File: src/rtl/pipeline_hazard_controller.sv
// Stall/flush sequencer for the five-stage pipeline: load-use bubbles, branch flushes,
// data-memory freezes and the HALT drain sequence, plus saturating stall/flush counters.
module pipeline_hazard_controller #(
    parameter int DRAIN_CYCLES = 3
) (
    input  logic        clk,
    input  logic        rst,
    input  logic        mem_busy,
    input  logic        branch_taken,
    input  logic        id_ex_mem_read,
    input  logic [3:0]  id_ex_rd,
    input  logic [3:0]  if_id_rs,
    input  logic [3:0]  if_id_rt,
    input  logic        if_id_uses_rs,
    input  logic        if_id_uses_rt,
    input  logic        if_id_is_halt,
    output logic        pc_write_en,
    output logic        if_id_write_en,
    output logic        if_id_clear,
    output logic        id_ex_write_en,
    output logic        id_ex_clear,
    output logic        ex_mem_write_en,
    output logic        mem_wb_write_en,
    output logic        halted,
    output logic [15:0] stall_count,
    output logic [15:0] flush_count
);

    localparam logic [1:0] RUN    = 2'd0;
    localparam logic [1:0] DRAIN  = 2'd1;
    localparam logic [1:0] HALTED = 2'd2;

    localparam logic [3:0] DRAIN_LOAD = 4'(DRAIN_CYCLES);

    logic [1:0]  state_r;
    logic [1:0]  state_nxt_s;
    logic [3:0]  drain_cnt_r;
    logic [3:0]  drain_cnt_nxt_s;
    logic        halted_r;
    logic [15:0] stall_cnt_r;
    logic [15:0] flush_cnt_r;
    logic        stall_inc_s;
    logic        flush_inc_s;
    logic        load_use_s;

    function automatic logic [15:0] sat_inc(input logic [15:0] value, input logic inc);
        logic [15:0] result;
        if (inc && (value != 16'hFFFF)) begin
            result = value + 16'd1;
        end else begin
            result = value;
        end
        return result;
    endfunction

    // R0 is hardwired to zero, so a load targeting it can never create a hazard.
    assign load_use_s = id_ex_mem_read && (id_ex_rd != 4'd0) &&
                        ((if_id_uses_rs && (if_id_rs == id_ex_rd)) ||
                         (if_id_uses_rt && (if_id_rt == id_ex_rd)));

    // Per-cycle pipeline control and next-state decision.
    always_comb begin
        pc_write_en     = 1'b1;
        if_id_write_en  = 1'b1;
        if_id_clear     = 1'b0;
        id_ex_write_en  = 1'b1;
        id_ex_clear     = 1'b0;
        ex_mem_write_en = 1'b1;
        mem_wb_write_en = 1'b1;
        state_nxt_s     = state_r;
        drain_cnt_nxt_s = drain_cnt_r;
        stall_inc_s     = 1'b0;
        flush_inc_s     = 1'b0;

        if (rst) begin
            pc_write_en     = 1'b0;
            if_id_write_en  = 1'b0;
            if_id_clear     = 1'b1;
            id_ex_write_en  = 1'b0;
            id_ex_clear     = 1'b1;
            ex_mem_write_en = 1'b0;
            mem_wb_write_en = 1'b0;
        end else begin
            case (state_r)
                RUN, DRAIN: begin
                    if (mem_busy) begin
                        // Freeze: EX keeps any branch decision stable until memory completes.
                        pc_write_en     = 1'b0;
                        if_id_write_en  = 1'b0;
                        id_ex_write_en  = 1'b0;
                        ex_mem_write_en = 1'b0;
                        mem_wb_write_en = 1'b0;
                        stall_inc_s     = 1'b1;
                    end else if (branch_taken) begin
                        if_id_clear     = 1'b1;
                        id_ex_clear     = 1'b1;
                        flush_inc_s     = 1'b1;
                        state_nxt_s     = RUN;
                        drain_cnt_nxt_s = 4'd0;
                    end else if (state_r == DRAIN) begin
                        pc_write_en     = 1'b0;
                        if_id_clear     = 1'b1;
                        drain_cnt_nxt_s = drain_cnt_r - 4'd1;
                        if (drain_cnt_r <= 4'd1) begin
                            state_nxt_s = HALTED;
                        end else begin
                            state_nxt_s = DRAIN;
                        end
                    end else if (load_use_s) begin
                        pc_write_en    = 1'b0;
                        if_id_write_en = 1'b0;
                        id_ex_clear    = 1'b1;
                        stall_inc_s    = 1'b1;
                    end else if (if_id_is_halt) begin
                        pc_write_en     = 1'b0;
                        if_id_clear     = 1'b1;
                        state_nxt_s     = DRAIN;
                        drain_cnt_nxt_s = DRAIN_LOAD;
                    end else begin
                        state_nxt_s = RUN;
                    end
                end
                HALTED: begin
                    pc_write_en     = 1'b0;
                    if_id_write_en  = 1'b0;
                    id_ex_write_en  = 1'b0;
                    ex_mem_write_en = 1'b0;
                    mem_wb_write_en = 1'b0;
                end
                default: begin
                    pc_write_en     = 1'b0;
                    if_id_write_en  = 1'b0;
                    if_id_clear     = 1'b1;
                    id_ex_write_en  = 1'b0;
                    id_ex_clear     = 1'b1;
                    ex_mem_write_en = 1'b0;
                    mem_wb_write_en = 1'b0;
                    state_nxt_s     = RUN;
                    drain_cnt_nxt_s = 4'd0;
                end
            endcase
        end
    end

    // State, drain counter, halted flag and performance counters.
    always_ff @(posedge clk) begin
        if (rst) begin
            state_r     <= RUN;
            drain_cnt_r <= 4'd0;
            halted_r    <= 1'b0;
            stall_cnt_r <= 16'd0;
            flush_cnt_r <= 16'd0;
        end else begin
            state_r     <= state_nxt_s;
            drain_cnt_r <= drain_cnt_nxt_s;
            halted_r    <= (state_nxt_s == HALTED);
            stall_cnt_r <= sat_inc(stall_cnt_r, stall_inc_s);
            flush_cnt_r <= sat_inc(flush_cnt_r, flush_inc_s);
        end
    end

    assign halted      = halted_r;
    assign stall_count = stall_cnt_r;
    assign flush_count = flush_cnt_r;

endmodule

File: config.mk
export PLATFORM = sky130hd
export DESIGN_NAME = pipeline_hazard_controller
export DESIGN_NICKNAME = d
export VERILOG_FILES = /design/src/rtl/pipeline_hazard_controller.sv
export SDC_FILE = /design/constraint.sdc
export NUM_CORES = 1
export LEC_CHECK = 0
export CAP_MARGIN = 30
export CORE_ASPECT_RATIO = 0.8
export CORE_MARGIN = 1
export CORE_UTILIZATION = 30
export DETAILED_ROUTE_END_ITERATION = 7
export GPL_TIMING_DRIVEN = 0
export PLACE_DENSITY_LB_ADDON = 0.1
export SLEW_MARGIN = 20
export SYNTH_ARGS = -nofsm -noshare
export SYNTH_HDL_FRONTEND = slang
export SYNTH_SLANG_ARGS = --single-unit
File: constraint.sdc
create_clock -name clk -period 2.7 [get_ports clk]
set_clock_uncertainty 0.05 [all_clocks]
set_input_delay 0.54 -clock clk [delete_from_list [all_inputs] [get_ports clk]]
set_output_delay 0.54 -clock clk [all_outputs]
set_load 0.01 [all_outputs]
=== Word-level counts from Yosys, hierarchy flattened ===
Cells that the tools add are included.

* Register bits after elaboration: 39
* Input port bits: 20
* Output and inout port bits: 40
* Logic and storage cells: 82

* Order comparisons: 1
* $add $sub $neg: 3
* Equal/unequal tests: 10
* Muxes and demuxes: 51
* Reduce and logical (&&, ||, !) cells: 11
* Bitwise logic cells: 1

{| class="wikitable"
|+ Operators by type and width
! operator !! count
|-
| 1-bit two-way mux || 36
|-
| 16-bit by 1-bit adder with 16-bit output (second input constant) || 2
|-
| 16-bit != test (second input constant) || 2
|-
| 4-bit two-way mux || 5
|-
| 2-bit two-way mux || 6
|-
| 4-bit equality test || 2
|-
| 4-bit != test (second input constant) || 2
|-
| 4-bit one-hot mux with 2 select lines || 1
|-
| 1-bit logical AND || 6
|-
| 2-bit equality test (second input constant) || 2
|-
| 4-bit by 1-bit <= comparator with 1-bit output (second input constant) || 1
|-
| 1-bit one-hot mux with 2 select lines || 2
|-
| 2-bit one-hot mux with 2 select lines || 1
|-
| 4-bit AND reduction || 1
|-
| 4-bit nonzero test || 1
|-
| 4-bit by 1-bit subtractor with 4-bit output (second input constant) || 1
|-
| 2-bit by 1-bit equality test with 1-bit output (second input constant) || 1
|-
| 2-bit logical NOT || 1
|-
| 2-bit != test (second input constant) || 1
|-
| 2-bit OR reduction || 1
|-
| 1-bit logical OR || 1
|-
| 1-bit NOT || 1
|}

=== Depth between registers and ports, before layout ===
Gate-level depths: netlist of the first run.

* Word-level depth: 11
* Depth in mapped cells: 9
* Gate-level depth less buffers: 8

=== Worst setup path after synthesis of the first run ===
No wires, ideal clock.

* Kind: input to output
* Start point: in id_ex_rd[0]
* End point: out if_id_clear
* Path buffers: 0
* Path slack: 0.306 ns
* Data arrival time: 1.804 ns
* Required time: 2.110 ns
* Stages on the path: 6
* Cell sequence: o41a_1 -> nand3_1 -> nor4_2 -> o21a_2 -> nor3_2 -> or2_2

* Longest elaborated chain between the ends: 10
* Elaborated cells on any way between the ends: 14
* Those cells by class: eq/ne (2); mux (6); reduce/logical (6)

{| class="wikitable"
|+ Ends and longest elaborated chain
! element !! line !! RTL
|-
| start: declaration || 11 || <nowiki>input logic [3:0] id_ex_rd,</nowiki>
|-
| 4-bit equality test, on equally long branches || 58, 59 ||
|-
| 1-bit logical AND, on equally long branches || 58, 59 ||
|-
| 1-bit logical OR || 58 || <nowiki>((if_id_uses_rs && (if_id_rs == id_ex_rd)) ||</nowiki>
|-
| 1-bit logical AND * || 57 || <nowiki>assign load_use_s = id_ex_mem_read && (id_ex_rd != 4'd0) &&</nowiki>
|-
| 1-bit two-way mux * || 109 || <nowiki>end else if (load_use_s) begin</nowiki>
|-
| 1-bit two-way mux * || 100 || <nowiki>end else if (state_r == DRAIN) begin</nowiki>
|-
| 1-bit two-way mux * || 94 || <nowiki>end else if (branch_taken) begin</nowiki>
|-
| 1-bit two-way mux * || 86 || <nowiki>if (mem_busy) begin</nowiki>
|-
| 1-bit one-hot mux with 2 select lines * || 84 || <nowiki>case (state_r)</nowiki>
|-
| 1-bit two-way mux * || 75 || <nowiki>if (rst) begin</nowiki>
|-
| end: declaration || 19 || <nowiki>output logic if_id_clear,</nowiki>
|}

Mark *: on every way between the ends. The rest lies on a longest branch, timed or not.

=== Worst setup path in the final report of the first run ===
* Start point: in if_id_rt[3]
* End point: out id_ex_clear

* Longest elaborated chain between the ends: 10

{| class="wikitable"
|+ Ends and longest elaborated chain
! element !! line !! RTL
|-
| start: declaration || 13 || <nowiki>input logic [3:0] if_id_rt,</nowiki>
|-
| 4-bit equality test || 59 || <nowiki>(if_id_uses_rt && (if_id_rt == id_ex_rd)));</nowiki>
|-
| 1-bit logical AND || 59 ||
|-
| 1-bit logical OR || 58 ||
|-
| 1-bit logical AND || 57 ||
|-
| 1-bit two-way mux || 109 ||
|-
| 1-bit two-way mux || 100 ||
|-
| 1-bit two-way mux || 94 ||
|-
| 1-bit two-way mux || 86 ||
|-
| 1-bit one-hot mux with 2 select lines || 84 ||
|-
| 1-bit two-way mux || 75 ||
|-
| end: declaration || 21 || <nowiki>output logic id_ex_clear,</nowiki>
|}

Every way passes these cells.

==> results by group, run 1 <==
GRT
  • Vias in the first global route: 1909
  • Initial antenna violation count: 0
  • Met1 GRT Util: 0.216
  • GRT met3 Usage: 0.0308
  • Met2 track demand over resource: 0.241
  • GR peak layer: met2
  • Pin count of the biggest net entering global routing: 13
  • Grt ovf: 0
  • First-pass GRT wire length: 9.05 mm
  • GR Util All Layers: 0.155

Routing
  • Final WL: 5.52 mm
  • Drt first pass iters: 6
  • Post-route antenna net violation count: 0
  • DR WL/cell: 13.5 µm
  • Vias: 2019
  • Via density: 4.95
  • Initial DRC Count: 62
  • DRC: 2

Synth
  • Synthesis Warnings: 0
  • Sequential fraction of the synthesis area: 0.368
  • Flops & latches, synth: 39
  • Syn_area_per_cell: 8.49 µm²
  • Mapped Area: 2120 µm²
  • Synth cell types: 47
  • Synth Net Count: 274
  • Synth Instances: 250

Clocking
  • Clock root buffer: clkbuf_8
  • Num CTS Buffers: 5
  • CTS H-tree depth: 2
  • CTS tree: built
  • Clk buf depth: 2
  • Clock tree sinks: 39
  • CTS clock-pin slew for the worst setup and hold paths: 0.08 ns
  • Worst skew pair latency: 0.29 ns

Place
  • Placer congestion estimate: 0.741
  • Cell total after placement: 396
  • Dpl hpwl: 3.95 mm
  • Port Buffers: 59

Layout
  • # diodes: 0
  • Final-layout fill cell count: 682
  • Total Nets Final: 344
  • Area Overhead vs Synth: 43.8%
  • Share of cells above drive strength 1: 0.174
  • Fin cells: 408

Floorplan
  • Core area: 6860 µm²
  • Starting density of the core: 0.309
  • Full die area: 7420 µm²
  • Die Span Y: 77.2 µm
  • Num rows: 27
  • Die X: 96.0 µm
  • IO Pins: 60

Worst hold path
  • Hold WC Path Type: reg -> reg

STA
  • Worst slew pin tran: 0.550 ns
  • Hold Violations, Final: 0
  • Hold Worst Slack: 0.447 ns
  • Pins Over Slew Limit: 0
  • Relative slew slack: 0.633
  • RSZ-0062 raised after global routing: yes
  • Final worst-path cycle share: 0.959
  • Fmax: 386 MHz
  • Min Tclk post-route: 2.59 ns
  • Final setup viols: 0

Setup path
  • Startpoint Class: primary input
  • Crit path DAT: 2.00 ns
  • Endpoint class of the critical path: output port
  • R2R Setup Slk: 0.32 ns
  • Critical path required time: 2.11 ns
  • Setup Crit Path Kind: in -> out
  • Crit-path max FO: 4

Pwr
  • Worst vdd ir: 229 µV
  • Pwr per Cell Area: 415 nW/µm²
  • Leakage: 1.09 nW

Job
  • Max Cap Viol: 0

Status
  • Violated checks: DRC
  • Outcome: finished with violations
[metrics by stage]
stage / util / power [mW] / worst slack (ns) / setup TNS, ns / cell area [µm²]
2_1_floorplan: - / 0.685 / 0.306 / 0 / 2120
3_3_place_gp: 0.411 / 0.759 / -0.901 / -5.87 / 2820
3_5_place_dp: 0.411 / 0.761 / -0.894 / -5.72 / 2820
4_1_cts: 0.444 / 1.29 / 0.000174 / 0 / 3040
5_1_grt: 0.445 / 1.32 / -0.0160 / -0.0160 / 3050
6_report: 0.445 / 1.27 / 0.110 / 0 / 3050
[routing by layer]
metal  vias up  share of wire
li1       1042              -
met1       934           0.50
met2        39           0.44
met3         4          0.052
met4         0         0.0067
met5         -              0
[worst paths after layout]
kind                                    start                           end  depth (start not counted)
setup / recovery                  if_id_rt[3]                   id_ex_clear                          9
hold / removal    drain_cnt_r[3]$_SDFFE_PP0P_   drain_cnt_r[3]$_SDFFE_PP0P_                          2
setup reg to reg  stall_count[0]$_SDFFE_PP0P_  stall_count[14]$_SDFFE_PP0P_                          8
hold reg to reg   drain_cnt_r[3]$_SDFFE_PP0P_   drain_cnt_r[3]$_SDFFE_PP0P_                          2
[where the power goes]
group	switching (mW)	total, mW	internal (mW)
clock	0.210	0.509	0.299
combinational	0.0905	0.168	0.0779
sequential	0.00784	0.590	0.582
[state kept, by name (all words and copies together) (netlist names)]
name         cells
drain_cnt_r      4
flush_count     16
halted           1
stall_count     16
state_r          2
[cell type report]
cell class | count | area, µm² | share of cell area
plain buffers | 13 | 75.1 | 0.0246
clock buffers | 6 | 82.6 | 0.0271
clock inverters | 2 | 35.0 | 0.0115
inverters | 7 | 26.3 | 0.00861
multi-input cells | 191 | 1370 | 0.448
flip-flops and latches | 39 | 781 | 0.256
well taps | 87 | 109 | 0.0357
repair buffers | 63 | 577 | 0.189
[cells in the mapped netlist, drive strengths merged]
cell type / n / area [µm²]
buf: 4 / 33.8
nor3: 8 / 45.0
or3: 7 / 43.8
o2111a: 1 / 11.3
a211oi: 2 / 15.0
o211ai: 3 / 22.5
nor2: 32 / 120
clkbuf: 9 / 33.8
mux2: 1 / 11.3
a311oi: 1 / 26.3
and4: 3 / 26.3
ha: 4 / 50.1
xnor2: 4 / 35.0
dfxtp: 39 / 781
o21ai: 12 / 63.8
nand2: 11 / 41.3
nor3b: 1 / 7.51
nand4: 8 / 56.3
o2111ai: 1 / 8.76
a31oi: 1 / 6.26
and3: 7 / 58.8
nand2b: 3 / 18.8
mux2i: 5 / 50.1
inv: 7 / 26.3
a21oi: 17 / 85.1
o41a: 1 / 11.3
nor4b: 1 / 8.76
xor2: 18 / 158
nor2b: 4 / 25.0
or4: 4 / 30.0
o311ai: 1 / 8.76
o21a: 2 / 16.3
nor4: 3 / 31.3
a21boi: 1 / 7.51
a32o: 1 / 10.0
o31ai: 5 / 37.5
nand3: 14 / 70.1
or2: 2 / 12.5
o31a: 1 / 8.76
o41ai: 1 / 8.76
[critical path: stages]
cell and delay, ns:
dlygate4sd2_1 0.25, xor2_2 0.16, nor4_4 0.29, nor2_2 0.10, buf_6 0.14, nor2_2 0.06
nor2_1 0.05, o31ai_1 0.23, buf_2 0.18
[kinds of logic after synthesis]
kind of cell	share of synthesized area
fa+ha+maj	0.0236
mux	0.0289
buf+inv	0.0442
flops	0.368
xor+xnor	0.0908
simple gates	0.281
compound gates	0.164
[cell usage in the layout, fill, tap and decap left out, types with 2 or more instances in the layout]
cell             synthesis  layout
clkdlybuf4s15_1          0       4
buf_2                    0       5
nor3_4                   0       3
xor2_1                  18      12
nor2_2                   0       2
nor2_1                  32      30
a21oi_1                 17      17
nor4_4                   0       2
a211oi_1                 2       2
and3_4                   3       3
buf_6                    1       2
nor3_1                   7       4
buf_4                    3       7
and3_1                   4       4
o31ai_1                  5       5
nand2_1                 11      11
dlymetal6s2s_1           0       2
xnor2_1                  4       3
xor2_2                   0       6
clkbuf_8                 0       6
mux2i_1                  5       5
or4_1                    4       4
ha_1                     4       4
dfxtp_1                 39      39
nand3_2                  0       2
clkbuf_1                 9       5
nand2b_1                 3       3
or2_2                    2       2
nand4_1                  7       7
clkdlybuf4s50_1          0      38
o21ai_0                 11      10
inv_1                    7       7
or3_1                    7       7
o211ai_1                 3       3
clkbuf_2                 0       7
nand3_1                 14      12
dlygate4sd2_1            0       6
and4_1                   3       3
nor2b_1                  4       4
[repair_timing]
| action | CTS | global route |
|---|---|---|
| pin swaps | 12 | 7 |
| resized for setup | 58 | 19 |
| setup endpoints to repair | 7 | 6 |
| hold buffers | 0 | 0 |
| setup buffers | 4 | 0 |
No activity file was read; power rests on OpenSTA's default activity.
==> inputs of run 2 (changes only) <==
--- a/config.mk
+++ b/config.mk
@@ -6,12 +6,15 @@
 export NUM_CORES = 1
 export LEC_CHECK = 0
 export CAP_MARGIN = 30
+export CELL_PAD_IN_SITES_DETAIL_PLACEMENT = 0
+export CELL_PAD_IN_SITES_GLOBAL_PLACEMENT = 2
 export CORE_ASPECT_RATIO = 0.8
 export CORE_MARGIN = 1
-export CORE_UTILIZATION = 30
+export CORE_UTILIZATION = 27
 export DETAILED_ROUTE_END_ITERATION = 7
 export GPL_TIMING_DRIVEN = 0
 export PLACE_DENSITY_LB_ADDON = 0.1
+export SETUP_SLACK_MARGIN = 0.02
 export SLEW_MARGIN = 20
 export SYNTH_ARGS = -nofsm -noshare
 export SYNTH_HDL_FRONTEND = slang
==> results by group, run 2 (synthesis gave the netlist of run 1 again) <==
GRT
  • GR Util All Layers: 0.152 (was 0.155)
  • Grt ovf: 0 (unchanged)
  • Vias in the first global route: 1881 (was 1909)
  • Initial antenna violation count: 0 (unchanged)
  • First-pass GRT wire length: 9.51 mm (was 9.05 mm)
  • Pin count of the biggest net entering global routing: 13 (unchanged)

Clocking
  • Clk buf depth: 2 (unchanged)
  • Clock tree sinks: 39 (unchanged)
  • CTS clock-pin slew for the worst setup and hold paths: 0.08 ns (about the same)
  • Worst skew pair latency: 0.30 ns (was 0.29 ns)
  • Num CTS Buffers: 5 (unchanged)
  • CTS H-tree depth: 2 (unchanged)
  • CTS tree: built (unchanged)
  • Clock root buffer: clkbuf_8 (unchanged)

Floorplan
  • Die X: 101 µm (was 96.0 µm)
  • Num rows: 28 (was 27)
  • IO Pins: 60 (unchanged)
  • Starting density of the core: 0.283 (was 0.309)
  • Core area: 7500 µm² (was 6860 µm²)
  • Die Span Y: 81.3 µm (was 77.2 µm)
  • Full die area: 8220 µm² (was 7420 µm²)

Worst hold path
  • Hold WC Path Type: reg -> reg (unchanged)

STA
  • Relative slew slack: 0.599 (was 0.633)
  • Min Tclk post-route: 2.61 ns (was 2.59 ns)
  • Hold Worst Slack: 0.446 ns (was 0.447 ns)
  • Final worst-path cycle share: 0.967 (was 0.959)
  • Fmax: 383 MHz (was 386 MHz)
  • Final setup viols: 0 (unchanged)
  • Worst slew pin tran: 0.601 ns (was 0.550 ns)
  • Hold Violations, Final: 0 (unchanged)
  • RSZ-0062 raised after global routing: yes (unchanged)
  • Pins Over Slew Limit: 0 (unchanged)

Pwr
  • Worst vdd ir: 161 µV (was 229 µV)
  • Leakage: 1.09 nW (about the same)
  • Pwr per Cell Area: 415 nW/µm² (about the same)
  • Power Total: 1.28 mW (was 1.27 mW)

Layout
  • Most common cell after layout, fill and taps aside: clkdlybuf4s50_1 (was dfxtp_1)
  • Commonest non-fill, non-tap cells in the layout: clkdlybuf4s50_1 (40), dfxtp_1 (39), nor2_1 (31) (was dfxtp_1 (39), clkdlybuf4s50_1 (38), nor2_1 (30))
  • Share of cells above drive strength 1: 0.165 (was 0.174)
  • Area Overhead vs Synth: 45.1% (was 43.8%)
  • Total Nets Final: 345 (was 344)
  • # diodes: 0 (unchanged)

Routing
  • DRC: 0 (was 2)
  • Via density: 4.77 (was 4.95)
  • Max layer used: met4 (unchanged)
  • Vias: 2038 (was 2019)
  • Post-route antenna net violation count: 0 (unchanged)
  • Initial DRC Count: 56 (was 62)
  • DR WL/cell: 13.8 µm (was 13.5 µm)
  • DR WL met3: 261 µm (was 288 µm)
  • WL met2: 2.58 mm (was 2.44 mm)
  • Drt first pass iters: 4 (was 6)
  • Met1 WL: 3.01 mm (was 2.76 mm)
  • Final WL: 5.90 mm (was 5.52 mm)

Place
  • Port Buffers: 59 (unchanged)
  • Dpl hpwl: 4.20 mm (was 3.95 mm)
  • Placer congestion estimate: 0.711 (was 0.741)

Job
  • Max Cap Viol: 0 (unchanged)

Setup path
  • Endpoint class of the critical path: output port (unchanged)
  • Crit path DAT: 2.02 ns (was 2.00 ns)
  • Crit-path max FO: 3 (was 4)
  • Setup Crit Path Kind: in -> out (unchanged)
  • Startpoint Class: primary input (unchanged)
  • Critical path required time: 2.11 ns (about the same)

Status
  • Outcome: finished, final reports clean (was finished with violations)
-- run 2: cell types whose count changed in the layout (fill, tap and decap cells not counted), sizes merged --
cell           before  now
clkbuf             18   16
clkdlybuf4s50      38   40
dlygate4sd2         6    8
buf                14   15
clkdlybuf4s15       4    3
dlymetal6s2s        2    1
-- run 2: path summary, 6_finish.rpt --
kind	from	endpoint	slack [ns]	depth (start not counted)
setup / recovery	if_id_rs[2]	id_ex_clear	0.09	9
hold / removal	stall_count[15]$_SDFFE_PP0P_	stall_count[15]$_SDFFE_PP0P_	0.45	2
setup reg to reg	stall_count[0]$_SDFFE_PP0P_	stall_count[14]$_SDFFE_PP0P_	0.29	8
hold reg to reg	stall_count[15]$_SDFFE_PP0P_	stall_count[15]$_SDFFE_PP0P_	0.45	2
-- run 2: stage by stage --
stage,cells,setup WS (ns),TNS (ns),util,cell area (µm²)
2_1_floorplan,250,0.306,0,-,2120
3_3_place_gp,414,-0.928,-7.30,0.379,2840
3_5_place_dp,414,-0.916,-6.90,0.379,2840
4_1_cts,427,0.0204,0,0.409,3060
5_1_grt,427,-0.0206,-0.0206,0.411,3080
6_report,427,0.0887,0,0.411,3080
-- run 2: layer usage --
layer,vias to the layer above,GRT usage
met5,-,0
met4,0,0.0391
met3,6,0.0396
met2,37,0.224
met1,954,0.218
li1,1041,-
-- run 2: final cells by class --
| class | instances | area, µm² |
|---|---|---|
| Buffer | 13 | 81.3 |
| Clock buffer | 6 | 82.6 |
| Clock inverter | 2 | 35.0 |
| Fill cell | 796 | 4420 |
| Inverter | 7 | 26.3 |
| Multi-Input combinational cell | 191 | 1360 |
| Sequential cell | 39 | 781 |
| Tap cell | 105 | 131 |
| Timing Repair Buffer | 64 | 586 |
-- run 2: critical path, cell delays in order --
cell	delay, ns
clkdlybuf4s50_1	0.42
xor2_1	0.17
nor4_4	0.17
nor2_2	0.08
buf_4	0.14
nor2_1	0.08
nor2_1	0.05
o31ai_1	0.20
buf_2	0.17
-- run 2: repair_timing --
item / 4_1_cts / 5_1_grt
setup buffers: 5 / 0
gates cloned: 0 / 0
setup endpoints to repair: 7 / 9
pin swaps: 12 / 4
gates resized for setup: 58 / 10
hold buffers: 0 / 0
-- run 2: where the power goes --
group,switching [mW],leakage [nW],internal [mW]
clock network,0.219,0.0612,0.299
registers,0.00811,0.315,0.582
logic,0.0923,0.713,0.0792
total,0.319,1.09,0.960
==> inputs of run 3 (changes only) <==
--- a/config.mk
+++ b/config.mk
@@ -10,7 +10,8 @@
 export CELL_PAD_IN_SITES_GLOBAL_PLACEMENT = 2
 export CORE_ASPECT_RATIO = 0.8
 export CORE_MARGIN = 1
-export CORE_UTILIZATION = 27
+export CORE_UTILIZATION = 29
+export CTS_CLUSTER_SIZE = 25
 export DETAILED_ROUTE_END_ITERATION = 7
 export GPL_TIMING_DRIVEN = 0
 export PLACE_DENSITY_LB_ADDON = 0.1
==> constraint.sdc (replaced) <==
create_clock -name clk -period 3.36 [get_ports clk]
set_clock_uncertainty 0.05 [all_clocks]
set_input_delay 0.672 -clock clk [delete_from_list [all_inputs] [get_ports clk]]
set_output_delay 0.672 -clock clk [all_outputs]
set_load 0.01 [all_outputs]
==> results by group, run 3 (synthesis gave the netlist of run 1 again) <==
Status
  • Outcome: finished with violations (was finished, final reports clean)
  • Violated checks: DRC

Setup path
  • Critical path's slowest cell: clkdlybuf4s50_1 (unchanged)
  • Crit path DAT: 2.45 ns (was 2.02 ns)
  • Endpoint class of the critical path: output port (unchanged)
  • Most frequent CP cell: clkdlybuf4s50_1 (was nor2_1)
  • Setup Crit Path Kind: in -> out (unchanged)
  • Startpoint Class: primary input (unchanged)
  • Crit-path cells: clkdlybuf4s50_1, clkbuf_1, nor3_2, buf_4, clkdlybuf4s50_1 (was clkdlybuf4s50_1, xor2_1, nor4_4, nor2_2, buf_4, nor2_1, nor2_1, o31ai_1, buf_2)
  • CP peak stage delay: 0.52 ns (was 0.42 ns)
  • Crit-path max FO: 10 (was 3)
  • Critical path required time: 2.64 ns (was 2.11 ns)

GRT
  • Pin count of the biggest net entering global routing: 12 (was 13)
  • GR Util All Layers: 0.148 (was 0.152)
  • Initial antenna violation count: 0 (unchanged)
  • Grt ovf: 0 (unchanged)
  • Vias in the first global route: 1825 (was 1881)
  • First-pass GRT wire length: 9.03 mm (was 9.51 mm)

Place
  • Port Buffers: 59 (unchanged)
  • Placed inst area: 2820 µm² (was 2840 µm²)
  • Dpl hpwl: 4.16 mm (was 4.20 mm)
  • Pre-CTS setup slack: -0.501 ns (was -0.916 ns)
  • Placer congestion estimate: 0.718 (was 0.711)

Pwr
  • Worst vdd ir: 128 µV (was 161 µV)
  • Power Total: 933 µW (was 1.28 mW)
  • Pwr per Cell Area: 315 nW/µm² (was 415 nW/µm²)
  • Leakage: 1.04 nW (was 1.09 nW)

Routing
  • Max layer used: met4 (unchanged)
  • DR WL met3: 161 µm (was 261 µm)
  • Met1 WL: 3.07 mm (was 3.01 mm)
  • Initial DRC Count: 68 (was 56)
  • Final WL: 5.69 mm (was 5.90 mm)
  • Drt first pass iters: 6 (was 4)
  • DR WL/cell: 14.0 µm (was 13.8 µm)
  • Post-route antenna net violation count: 0 (unchanged)
  • Vias: 2016 (was 2038)
  • WL met2: 2.43 mm (was 2.58 mm)
  • Via density: 4.97 (was 4.77)
  • DRC: 4 (was 0)

Clocking
  • CTS tree: built (unchanged)
  • CTS clock-pin slew for the worst setup and hold paths: 0.08 ns (about the same)
  • Clock root buffer: clkbuf_8 (unchanged)
  • Clk buf depth: 2 (unchanged)
  • CTS H-tree depth: 2 (unchanged)
  • Num CTS Buffers: 5 (unchanged)
  • Worst skew pair latency: 0.29 ns (was 0.30 ns)
  • Clock tree sinks: 39 (unchanged)

Floorplan
  • IO Pins: 60 (unchanged)
  • Starting density of the core: 0.303 (was 0.283)
  • Full die area: 7670 µm² (was 8220 µm²)
  • Die X: 97.6 µm (was 101 µm)
  • Core area: 6990 µm² (was 7500 µm²)
  • Num rows: 27 (was 28)
  • Die Span Y: 78.5 µm (was 81.3 µm)

Layout
  • Final core occ: 0.424 (was 0.411)
  • Share of cells above drive strength 1: 0.0909 (was 0.165)
  • Commonest non-fill, non-tap cells in the layout: clkdlybuf4s50_1 (51), dfxtp_1 (39), nor2_1 (31) (was clkdlybuf4s50_1 (40), dfxtp_1 (39), nor2_1 (31))
  • Final-layout fill cell count: 739 (was 796)
  • # diodes: 0 (unchanged)
  • Area Overhead vs Synth: 39.7% (was 45.1%)
  • Final instance area: 2960 µm² (was 3080 µm²)
  • Total Nets Final: 343 (was 345)
  • Most common cell after layout, fill and taps aside: clkdlybuf4s50_1 (unchanged)

STA
  • Pins Over Slew Limit: 0 (unchanged)
  • Worst setup margin: 0.187 ns (was 0.0887 ns)
  • Min Tclk post-route: 3.17 ns
  • Relative slew slack: 0.590 (was 0.599)
  • Hold Violations, Final: 0 (unchanged)
  • Worst slew pin tran: 0.615 ns (was 0.601 ns)
  • Final setup viols: 0 (unchanged)
  • RSZ-0062 raised after global routing: no (was yes)
  • Fmax: 315 MHz
  • Final worst-path cycle share: 0.944
  • Total negative setup slack: 0 ns (unchanged)

Worst hold path
  • Hold WC Path Type: reg -> reg (unchanged)

Job
  • Max Cap Viol: 0 (unchanged)
## run 3: changes by cell type in the layout (fill, tap and decap cells not counted), moves of 3 or more
cell,delta
buf_2,-6
dlygate4sd2_1,-3
xor2_2,-5
clkdlybuf4s15_1,-3
clkbuf_2,-4
clkdlybuf4s50_1,+11
clkbuf_1,+4
xor2_1,+5
## run 3: path summary, 6_finish.rpt
kind | start | endpoint | slack, ns | cells after the start
setup / recovery | mem_busy | mem_wb_write_en | 0.19 | 5
hold / removal | drain_cnt_r[3]$_SDFFE_PP0P_ | drain_cnt_r[3]$_SDFFE_PP0P_ | 0.45 | 2
setup reg to reg | stall_count[0]$_SDFFE_PP0P_ | stall_count[14]$_SDFFE_PP0P_ | 0.95 | 8
hold reg to reg | drain_cnt_r[3]$_SDFFE_PP0P_ | drain_cnt_r[3]$_SDFFE_PP0P_ | 0.45 | 2
## run 3: report_power, final
part,internal [mW],switching [mW]
clock network,0.161,0.168
registers,0.467,0.00688
logic,0.0638,0.0663
total,0.693,0.241
## run 3: per-stage QoR
step,std cells,hold WS (ns)
after floorplan,250,0.409
after global placement,396,0.434
after detailed placement,396,0.440
after CTS,406,0.453
after global routing,406,0.475
final,406,0.448
## run 3: layer usage
metal / vias to the layer above / global-route usage
met1: 940 / 0.213
met2: 29 / 0.225
met5: - / 0
li1: 1042 / -
met3: 5 / 0.0303
met4: 0 / 0.0364
## run 3: cell type report
cell class              count  area [µm²]  area share
clock inverters             1        5.00     0.00169
plain buffers              13        67.6      0.0228
well taps                  87         109      0.0367
repair buffers             62         614       0.207
flip-flops and latches     39         781       0.263
clock buffers               6        82.6      0.0279
inverters                   7        26.3     0.00886
multi-input cells         191        1280       0.431
## run 3: repair_timing
| item | CTS | global route |
|---|---|---|
| buffers inserted | 3 | 0 |
| pin swaps | 4 | 3 |
| gates resized for setup | 10 | 3 |
| cloned | 0 | 0 |
| hold buffers | 0 | 0 |
| endpoints found under the setup margin | 6 | 3 |
## run 3: critical path: cells and delay by family
family                 cells  cell delay, ns
buffers and inverters      4            1.44
and+or+nand+nor            1            0.34
